### src/rtl/noc_credit_repeater_pkg.sv
// Shared types and helpers for the NoC credit repeater.
// Package name noc_pkg is shared with the other NoC blocks.
package noc_pkg;

    localparam int FLIT_WIDTH = 32;
    localparam int DEST_WIDTH = 6;

    typedef struct packed {
        logic [FLIT_WIDTH-1:0] data;
        logic [DEST_WIDTH-1:0] dest;
        logic                  is_tail;
    } flit_t;

    // Width needed to hold 0..credits inclusive
    function automatic int credit_cnt_width(input int credits);
        return $clog2(credits + 1);
    endfunction

endpackage

### src/rtl/noc_credit_repeater_fifo.sv
// noc_flit_fifo: synchronous flit FIFO with full/empty flags.
// Same-cycle read and write are supported, including a write while full
// when a read frees the slot. There is no bypass: a flit written into an
// empty FIFO becomes visible at the head one cycle later.
module noc_flit_fifo
    import noc_pkg::*;
#(
    parameter int DEPTH = 8
) (
    input  logic  clk_noc,
    input  logic  rst_n,
    input  logic  wr_en,
    input  flit_t wr_data,
    input  logic  rd_en,
    output flit_t rd_data,
    output logic  full,
    output logic  empty
);

    localparam int AW = $clog2(DEPTH);

    flit_t         mem [DEPTH];
    logic [AW:0]   wr_ptr;
    logic [AW:0]   rd_ptr;
    logic          wr_fire;
    logic          rd_fire;

    // Flag decode from pointers; the extra MSB separates full from empty
    always_comb begin
        empty   = (wr_ptr == rd_ptr);
        full    = (wr_ptr[AW] != rd_ptr[AW]) && (wr_ptr[AW-1:0] == rd_ptr[AW-1:0]);
        rd_fire = rd_en && !empty;
        wr_fire = wr_en && (!full || rd_fire);
        rd_data = mem[rd_ptr[AW-1:0]];
    end

    // Storage array; contents need no reset because the pointers gate visibility
    always_ff @(posedge clk_noc) begin
        if (wr_fire) begin
            mem[wr_ptr[AW-1:0]] <= wr_data;
        end
    end

    // Pointer update; reset flushes by equalising the pointers
    always_ff @(posedge clk_noc) begin
        if (!rst_n) begin
            wr_ptr <= '0;
            rd_ptr <= '0;
        end else begin
            if (wr_fire) wr_ptr <= wr_ptr + 1'b1;
            if (rd_fire) rd_ptr <= rd_ptr + 1'b1;
        end
    end

endmodule

### src/rtl/noc_credit_repeater.sv
// noc_credit_repeater: credit-based link repeater between two routers.
// Buffers flits, returns one upstream credit per flit forwarded, and keeps
// its own credit count toward the downstream router.
// Optional feature macro: NOC_REPEATER_ERR_CHECK_EN enables the sticky err
// flag (FIFO overflow, downstream credit overflow) and matching sim checks.
// The flit fields use noc_pkg::flit_t, so FLIT_WIDTH/DEST_WIDTH must match
// the package widths.
module noc_credit_repeater #(
    parameter int FLIT_WIDTH         = 32,
    parameter int DEST_WIDTH         = 6,
    parameter int BUFFER_DEPTH       = 8,
    parameter int DOWNSTREAM_CREDITS = 8
) (
    input  logic                  clk_noc,
    input  logic                  rst_n,
    input  logic [FLIT_WIDTH-1:0] data_in,
    input  logic [DEST_WIDTH-1:0] dest_in,
    input  logic                  is_tail_in,
    input  logic                  send_in,
    output logic                  credit_out,
    output logic [FLIT_WIDTH-1:0] data_out,
    output logic [DEST_WIDTH-1:0] dest_out,
    output logic                  is_tail_out,
    output logic                  send_out,
    input  logic                  credit_in,
    output logic                  err
);

    import noc_pkg::*;

    localparam int                CNT_W   = credit_cnt_width(DOWNSTREAM_CREDITS);
    localparam logic [CNT_W-1:0]  CNT_MAX = CNT_W'(DOWNSTREAM_CREDITS);

    flit_t            wr_flit;
    flit_t            head_flit;
    logic             full;
    logic             empty;
    logic             issue;
    logic             cnt_full;
    logic [CNT_W-1:0] cnt;

    // Pop the head whenever something is buffered and downstream has room
    always_comb begin
        wr_flit.data    = data_in;
        wr_flit.dest    = dest_in;
        wr_flit.is_tail = is_tail_in;
        issue           = !empty && (cnt != '0);
        cnt_full        = (cnt == CNT_MAX);
    end

    noc_flit_fifo #(
        .DEPTH (BUFFER_DEPTH)
    ) u_fifo (
        .clk_noc (clk_noc),
        .rst_n   (rst_n),
        .wr_en   (send_in),
        .wr_data (wr_flit),
        .rd_en   (issue),
        .rd_data (head_flit),
        .full    (full),
        .empty   (empty)
    );

    // Downstream credit counter; an excess credit saturates at the maximum
    always_ff @(posedge clk_noc) begin
        if (!rst_n) begin
            cnt <= CNT_MAX;
        end else if (issue && !credit_in) begin
            cnt <= cnt - CNT_W'(1);
        end else if (!issue && credit_in && !cnt_full) begin
            cnt <= cnt + CNT_W'(1);
        end
    end

    // Output registers; flit fields hold their value between sends
    always_ff @(posedge clk_noc) begin
        if (!rst_n) begin
            send_out    <= 1'b0;
            credit_out  <= 1'b0;
            data_out    <= '0;
            dest_out    <= '0;
            is_tail_out <= 1'b0;
        end else begin
            send_out   <= issue;
            credit_out <= issue;
            if (issue) begin
                data_out    <= head_flit.data;
                dest_out    <= head_flit.dest;
                is_tail_out <= head_flit.is_tail;
            end
        end
    end

`ifdef NOC_REPEATER_ERR_CHECK_EN
    logic overflow;
    logic credit_sat;
    logic err_q;

    // A write is lost only when full and nothing leaves this cycle
    always_comb begin
        overflow   = send_in && full && !issue;
        credit_sat = credit_in && cnt_full;
    end

    // Sticky violation flag, cleared only by reset
    always_ff @(posedge clk_noc) begin
        if (!rst_n) begin
            err_q <= 1'b0;
        end else if (overflow || credit_sat) begin
            err_q <= 1'b1;
        end
    end

    assign err = err_q;

    // Simulation-time report of protocol violations from either neighbour
    always @(posedge clk_noc) begin
        if (rst_n) begin
            assert (!overflow)
                else $warning("noc_credit_repeater: upstream wrote into a full buffer");
            assert (!credit_sat)
                else $warning("noc_credit_repeater: downstream returned an excess credit");
        end
    end
`else
    logic unused_full;

    assign unused_full = full;
    assign err         = 1'b0;
`endif

endmodule

### config.mk
export PLATFORM = sky130hd
export DESIGN_NAME = noc_credit_repeater
export DESIGN_NICKNAME = d
export VERILOG_FILES = /design/src/rtl/noc_credit_repeater_pkg.sv /design/src/rtl/noc_credit_repeater_fifo.sv /design/src/rtl/noc_credit_repeater.sv
export SDC_FILE = /design/constraint.sdc
export NUM_CORES = 1
export LEC_CHECK = 0
export CAP_MARGIN = 30
export CORE_UTILIZATION = 60
export CTS_CLUSTER_SIZE = 8
export DETAILED_ROUTE_END_ITERATION = 10
export PLACE_DENSITY_LB_ADDON = 0.1
export RECOVER_POWER = 50
export SETUP_SLACK_MARGIN = 0.5
export SLEW_MARGIN = 5
export SYNTH_ARGS = -nofsm -noshare
export SYNTH_HDL_FRONTEND = slang
export SYNTH_HIERARCHICAL = 1
export SYNTH_SLANG_ARGS = --single-unit
export TNS_END_PERCENT = 20
### constraint.sdc
create_clock -name clk_noc -period 10.4 [get_ports clk_noc]
set_input_delay 2.08 -clock clk_noc [delete_from_list [all_inputs] [get_ports clk_noc]]
set_output_delay 2.08 -clock clk_noc [all_outputs]
set_load 0.05 [all_outputs]
Word level (Yosys, flattened, before mapping)
Memories as Yosys holds them, arrays and structs flattened. A register that Yosys moved wholly into a read port is not among the register bits.
Index checks and enable logic that the tools add are counted.
Operators by class
  $add $sub $neg: 4
  multiply operators: 0
  divide/modulo/power cells: 0
  $lt $le $gt $ge: 0
  eq/ne operators: 4
  shift-type cells: 0
  mux-type cells: 4
  bitwise operators: 0
  reduce and logical (&&, ||, !) cells: 16
Operators by type and width (count)
  4-bit by 1-bit adder with 4-bit output, second input constant: 3
  4-bit 2-to-1 mux: 2
  1-bit logical AND: 7
  1-bit logical NOT: 6
  4-bit == test: 1
  4-bit == test, second input constant: 1
  4-bit nonzero test: 1
  4-bit by 1-bit subtractor with 4-bit output, second input constant: 1
  3-bit == test: 1
  1-bit 2-to-1 mux: 2
  2-bit nonzero test: 1
  1-bit logical OR: 1
  1-bit != test: 1
Storage, ports and cells
  bits in registers: 13
  bits in latches: 0
  bits in writable memories: 312
  memory bits (read-only): 0
  input bits: 43
  output and inout port bits: 42
  word-level logic and storage cells: 33
  memories kept: 1
Memory list
  u_fifo.mem: words 8, bits a word 39, rd ports 1, clocked after memory_dff 1, wr ports 1, line noc_credit_repeater_fifo.sv:22  | flit_t mem [DEPTH];

Depth between registers and ports, before layout
  depth in word-level cells: 8
  gate-level depth with buffers: 13
  mapped depth without buffers: 11

Modules after synthesis
The synthesis kept the hierarchy.
By module, submodules not included
  noc_flit_fifo: times used 1, cells an instance 522, area an instance 12379.4 um^2, sequential area each 9589.2 um^2
  noc_credit_repeater: times used 1, cells an instance 219, area an instance 1813.0 um^2, sequential area each 880.8 um^2

Worst setup path before layout
No wires, ideal clock.
  kind: input to register
  start: in send_in
  end: mem u_fifo/mem[0][0] (netlist name) (enable)
  library setup time: 0.533 ns
  arrival time: 5.901 ns
  required time: 9.867 ns
  slack: 3.967 ns
  stages: 2
  buffers on the path: 0
  cell sequence: o21ai_2 > nor4_1
Between the ends
  longest elaborated chain between the ends: 3
Ends and longest elaborated chain
  start: declaration: line noc_credit_repeater.sv:19  | input logic send_in,
  1-bit logical AND: line noc_credit_repeater_fifo.sv:33  | wr_fire = wr_en && (!full || rd_fire);
  1-bit 2-to-1 mux: line noc_credit_repeater_fifo.sv:39  | if (wr_fire) begin
  1-bit 2-to-1 mux (implied by the code): line noc_credit_repeater_fifo.sv:40  | mem[wr_ptr[AW-1:0]] <= wr_data;
  end: declaration: line noc_credit_repeater_fifo.sv:22
Every way passes these cells.

Final worst setup path
  start: reg u_fifo.wr_ptr[2]
  end: mem u_fifo/mem[2][25] (netlist name) (enable)
Between the ends
  longest elaborated chain between the ends: 8
  elaborated cells between the ends (all ways): 11
  those cells by class: eq/ne (2); mux (2); reduce/logical (7)
Ends and longest elaborated chain
  start: declaration: line noc_credit_repeater_fifo.sv:23  | logic [AW:0] wr_ptr;
  start signal: assignment: line noc_credit_repeater_fifo.sv:50  | if (wr_fire) wr_ptr <= wr_ptr + 1'b1;
  4-bit == test *: line noc_credit_repeater_fifo.sv:30  | empty = (wr_ptr == rd_ptr);
  net empty: line noc_credit_repeater.sv:37  | logic empty;
  1-bit logical NOT *: line noc_credit_repeater_fifo.sv:32, noc_credit_repeater.sv:47
  1-bit logical AND: line noc_credit_repeater.sv:47  | issue = !empty && (cnt != '0);
  1-bit logical AND *: line noc_credit_repeater_fifo.sv:32  | rd_fire = rd_en && !empty;
  1-bit logical OR *: line noc_credit_repeater_fifo.sv:33
  1-bit logical AND *: line noc_credit_repeater_fifo.sv:33
  1-bit 2-to-1 mux *: line noc_credit_repeater_fifo.sv:39
  1-bit 2-to-1 mux (implied by the code) *: line noc_credit_repeater_fifo.sv:40
The timed path passes the listed nets; every way through them passes the cells marked *.

==> metrics.cfg <==
[critical_path]
cp_data_arrival_time_ps=6930
crit_chain=xnor2_1 > nand3_1 > nor2_1 > or2_0 > clkbuf_1 > inv_1 > buf_12 > o21ai_0 > nor3_2 > buf_4
path_max_fanout=29
worstPathRequired_ps=10650
crit_path_start_kind=register
slowest_stage=clkbuf_1
cp-end-kind=register
reg2reg_to=u_fifo/mem[2][25]
crit_type=register to register
slowest_delay_ps=1200
reg2reg_depth=10
crit_buf_inv=4
path_delay_family=buffers and inverters
crit-reg2reg-launch=u_fifo/wr_ptr[2]
reg2reg_slack_ps=3710

[placement]
dp_hpwl_um=15200
io_buffers=83
gp_congestion=0.755
pre_cts_slack_ps=5720

[routing]
routed_wl_um=28700
drtIter0Drc=579
first_pass_iters=5
post_drt_wl_per_cell_um=23.8
ant_nets=0
num_vias=7163
via_per_inst=5.93
drc_errors=0

[power]
leakagePower_nw=5.41
p_per_area_nw_per_um2=261
vdd_drop_max_uv=179

[status]
violations=max-capacitance violations, max-slew violations
status=finished, violations left

[logic_synthesis]
synth_xor_xnor_area_share=0.00494
yosysTopAreaCell=edfxtp_1
yosys.area_share.simple=0.0399
synth_top_family_by_area=multiplexers
synth_cells=741
ys_ff_latch=367
synth_edf_count=312
synthesis.nets=787
synth-compound-area-share=0.0277
synth_area_leaders=edfxtp_1 (66%), mux4_2 (12%), dfxtp_1 (7.8%), mux2_4 (2.1%), nand2_1 (2.0%)
synth_warnings=6
synthMuxAreaShare=0.164
synthAdderAreaFrac=0.00264
synth.most_common_cell=edfxtp_1
ys_async_sr_fraction=0
synth_cell_types=47
synth.avg_cell_area_um2=19.2
yosysSeqAreaShare=0.738
synthFlopType=edfxtp_1
synth_top_area_share=0.660
synth_area_um2=14200
yosys-top-cells-count=edfxtp_1 (312), mux4_2 (78), nand2_1 (77), dfxtp_1 (55), a21oi_1 (36)

[timing]
period_minus_slack_ps=6690
tns_ps=0
timing.final.ws_setup_ps=3710
tightest_slew_ps=1550
setup_viol=0
rsz0062_at_grt=no
final-hold-violation-count=0
hold_slack_ps=456
finalCritPeriodShare=0.643
finClkSkew_ps=17.4
relSlewSlack=-0.0311
max_freq_ghz=0.150
timing.final.max_slew_violations=46

[global_routing]
grt_use_total=0.249
grt_start_max_net_pins=53
grt_pass1_wl_um=44200
grt-ovfl-total=0
grt_pass1_vias=7707
antenna_found_initial=1

[floorplan]
boundaryPins=85
die_h_um=156
coreArea_um2=22900
start_util=0.619
die-area_um2=24300
die_w_um=156
row_count=55

[clock_tree]
post_cts_buffers=0
htreeDepth=2
ctsHoldBuffers=0
clock-sinks=367
numCtsBuffers=51
ctsRootBufferMaster=clkbuf_16
clk_latency_ps=550
cts_tree=built
clockBufferDepth=3
clkTransAtPathRegs_ps=50
cts_resized=0

[min_path]
hold_class=register to register
whs_path_depth=2
hold_path_end=data_out[30]
holdCritStartpoint=data_out[30]

[flow_run]
max_cap_violations=2

[cells_and_area]
syn_to_final_growth_pct=18.7
fin_nets=897
utilization=0.735
drive_above_1_share=0.248

==> metrics by stage <==
stage	std cells	area [µm²]	total power, mW
5_1_grt	1207	16800	4.57
3_5_place_dp	1108	15300	2.92
6_report	1208	16800	4.40
3_3_place_gp	1105	15300	2.87
2_1_floorplan	741	14200	2.65
4_1_cts	1204	16800	4.44
==> flip-flops by register name, indices dropped and copies added, names as in the netlist, named ones only <==
signal and flops:
dest_out 6, send_out 1, u_fifo/wr_ptr 4, u_fifo/mem 312, data_out 32, cnt 4
u_fifo/rd_ptr 4, is_tail_out 1
==> final cells by class <==
type                       instances  area [µm²]
multi-input combinational        321        3440
clock buffer                      94        1460
timing repair buffer             102        1020
fill                            1311        6070
clock inverter                     2        25.0
tap                              313         392
sequential                       367       10500
inverter                           8        30.0
antenna                            1        2.50
==> cells by family after synthesis <==
logic type                 Yosys count
DFF                                367
and+or+nand+nor                    125
muxes                              122
AOI/OAI and AO/OA                   62
buffers and inverters               53
xor gates and xnor gates             8
adders and majority gates            3
other                                1
==> how the worst max path moves through the flow <==
stage / from / slack (ps) / endpoint / depth (start not counted)
floorplan: send_in / 3970 / u_fifo/mem[0][0] / 2
global placement: send_in / 5810 / u_fifo/mem[2][26] / 4
detailed placement: send_in / 5720 / u_fifo/mem[2][24] / 4
CTS: u_fifo/wr_ptr[2] / 5800 / u_fifo/mem[2][29] / 9
global route: u_fifo/wr_ptr[2] / 3330 / u_fifo/mem[2][29] / 10
finish: u_fifo/wr_ptr[2] / 3710 / u_fifo/mem[2][25] / 10
==> cells in the final DEF (no fill, tap or decap), types with 20 or more instances in the layout <==
master           netlist  routed
clkbuf_1              14      44
mux4_2                78      78
mux2_4                20      20
dfxtp_1               55      52
mux2_2                20      20
nand2_1               77      77
dlygate4sd3_1          0      40
a21oi_1               36      36
clkdlybuf4s50_1        0      43
clkbuf_16              0      52
edfxtp_1             312     312
==> routing by layer <==
| metal | vias up | wire length, µm | GRT usage | part of all wire |
|---|---|---|---|---|
| met5 | - | 0 | 0 | 0 |
| met4 | 0 | 628 | 0.0915 | 0.022 |
| met3 | 53 | 1770 | 0.0453 | 0.062 |
| met2 | 258 | 14600 | 0.411 | 0.51 |
| met1 | 3695 | 11800 | 0.335 | 0.41 |
| li1 | 3157 | - | - | - |
==> power by group <==
group	switching, mW	internal (mW)	leakage (nW)
clock network	0.574	0.933	0.702
logic	0.624	0.466	1.43
registers	0.0994	1.71	3.29
==> tightest hold or removal path, delay by kind of cell, from the launching register on <==
| family | cells | cell delay (ps) |
|---|---|---|
| flops | 1 | 300 |
| simple gates | 1 | 50 |
| compound gates | 1 | 50 |
Note: power is estimated with default switching activity, not from simulation.
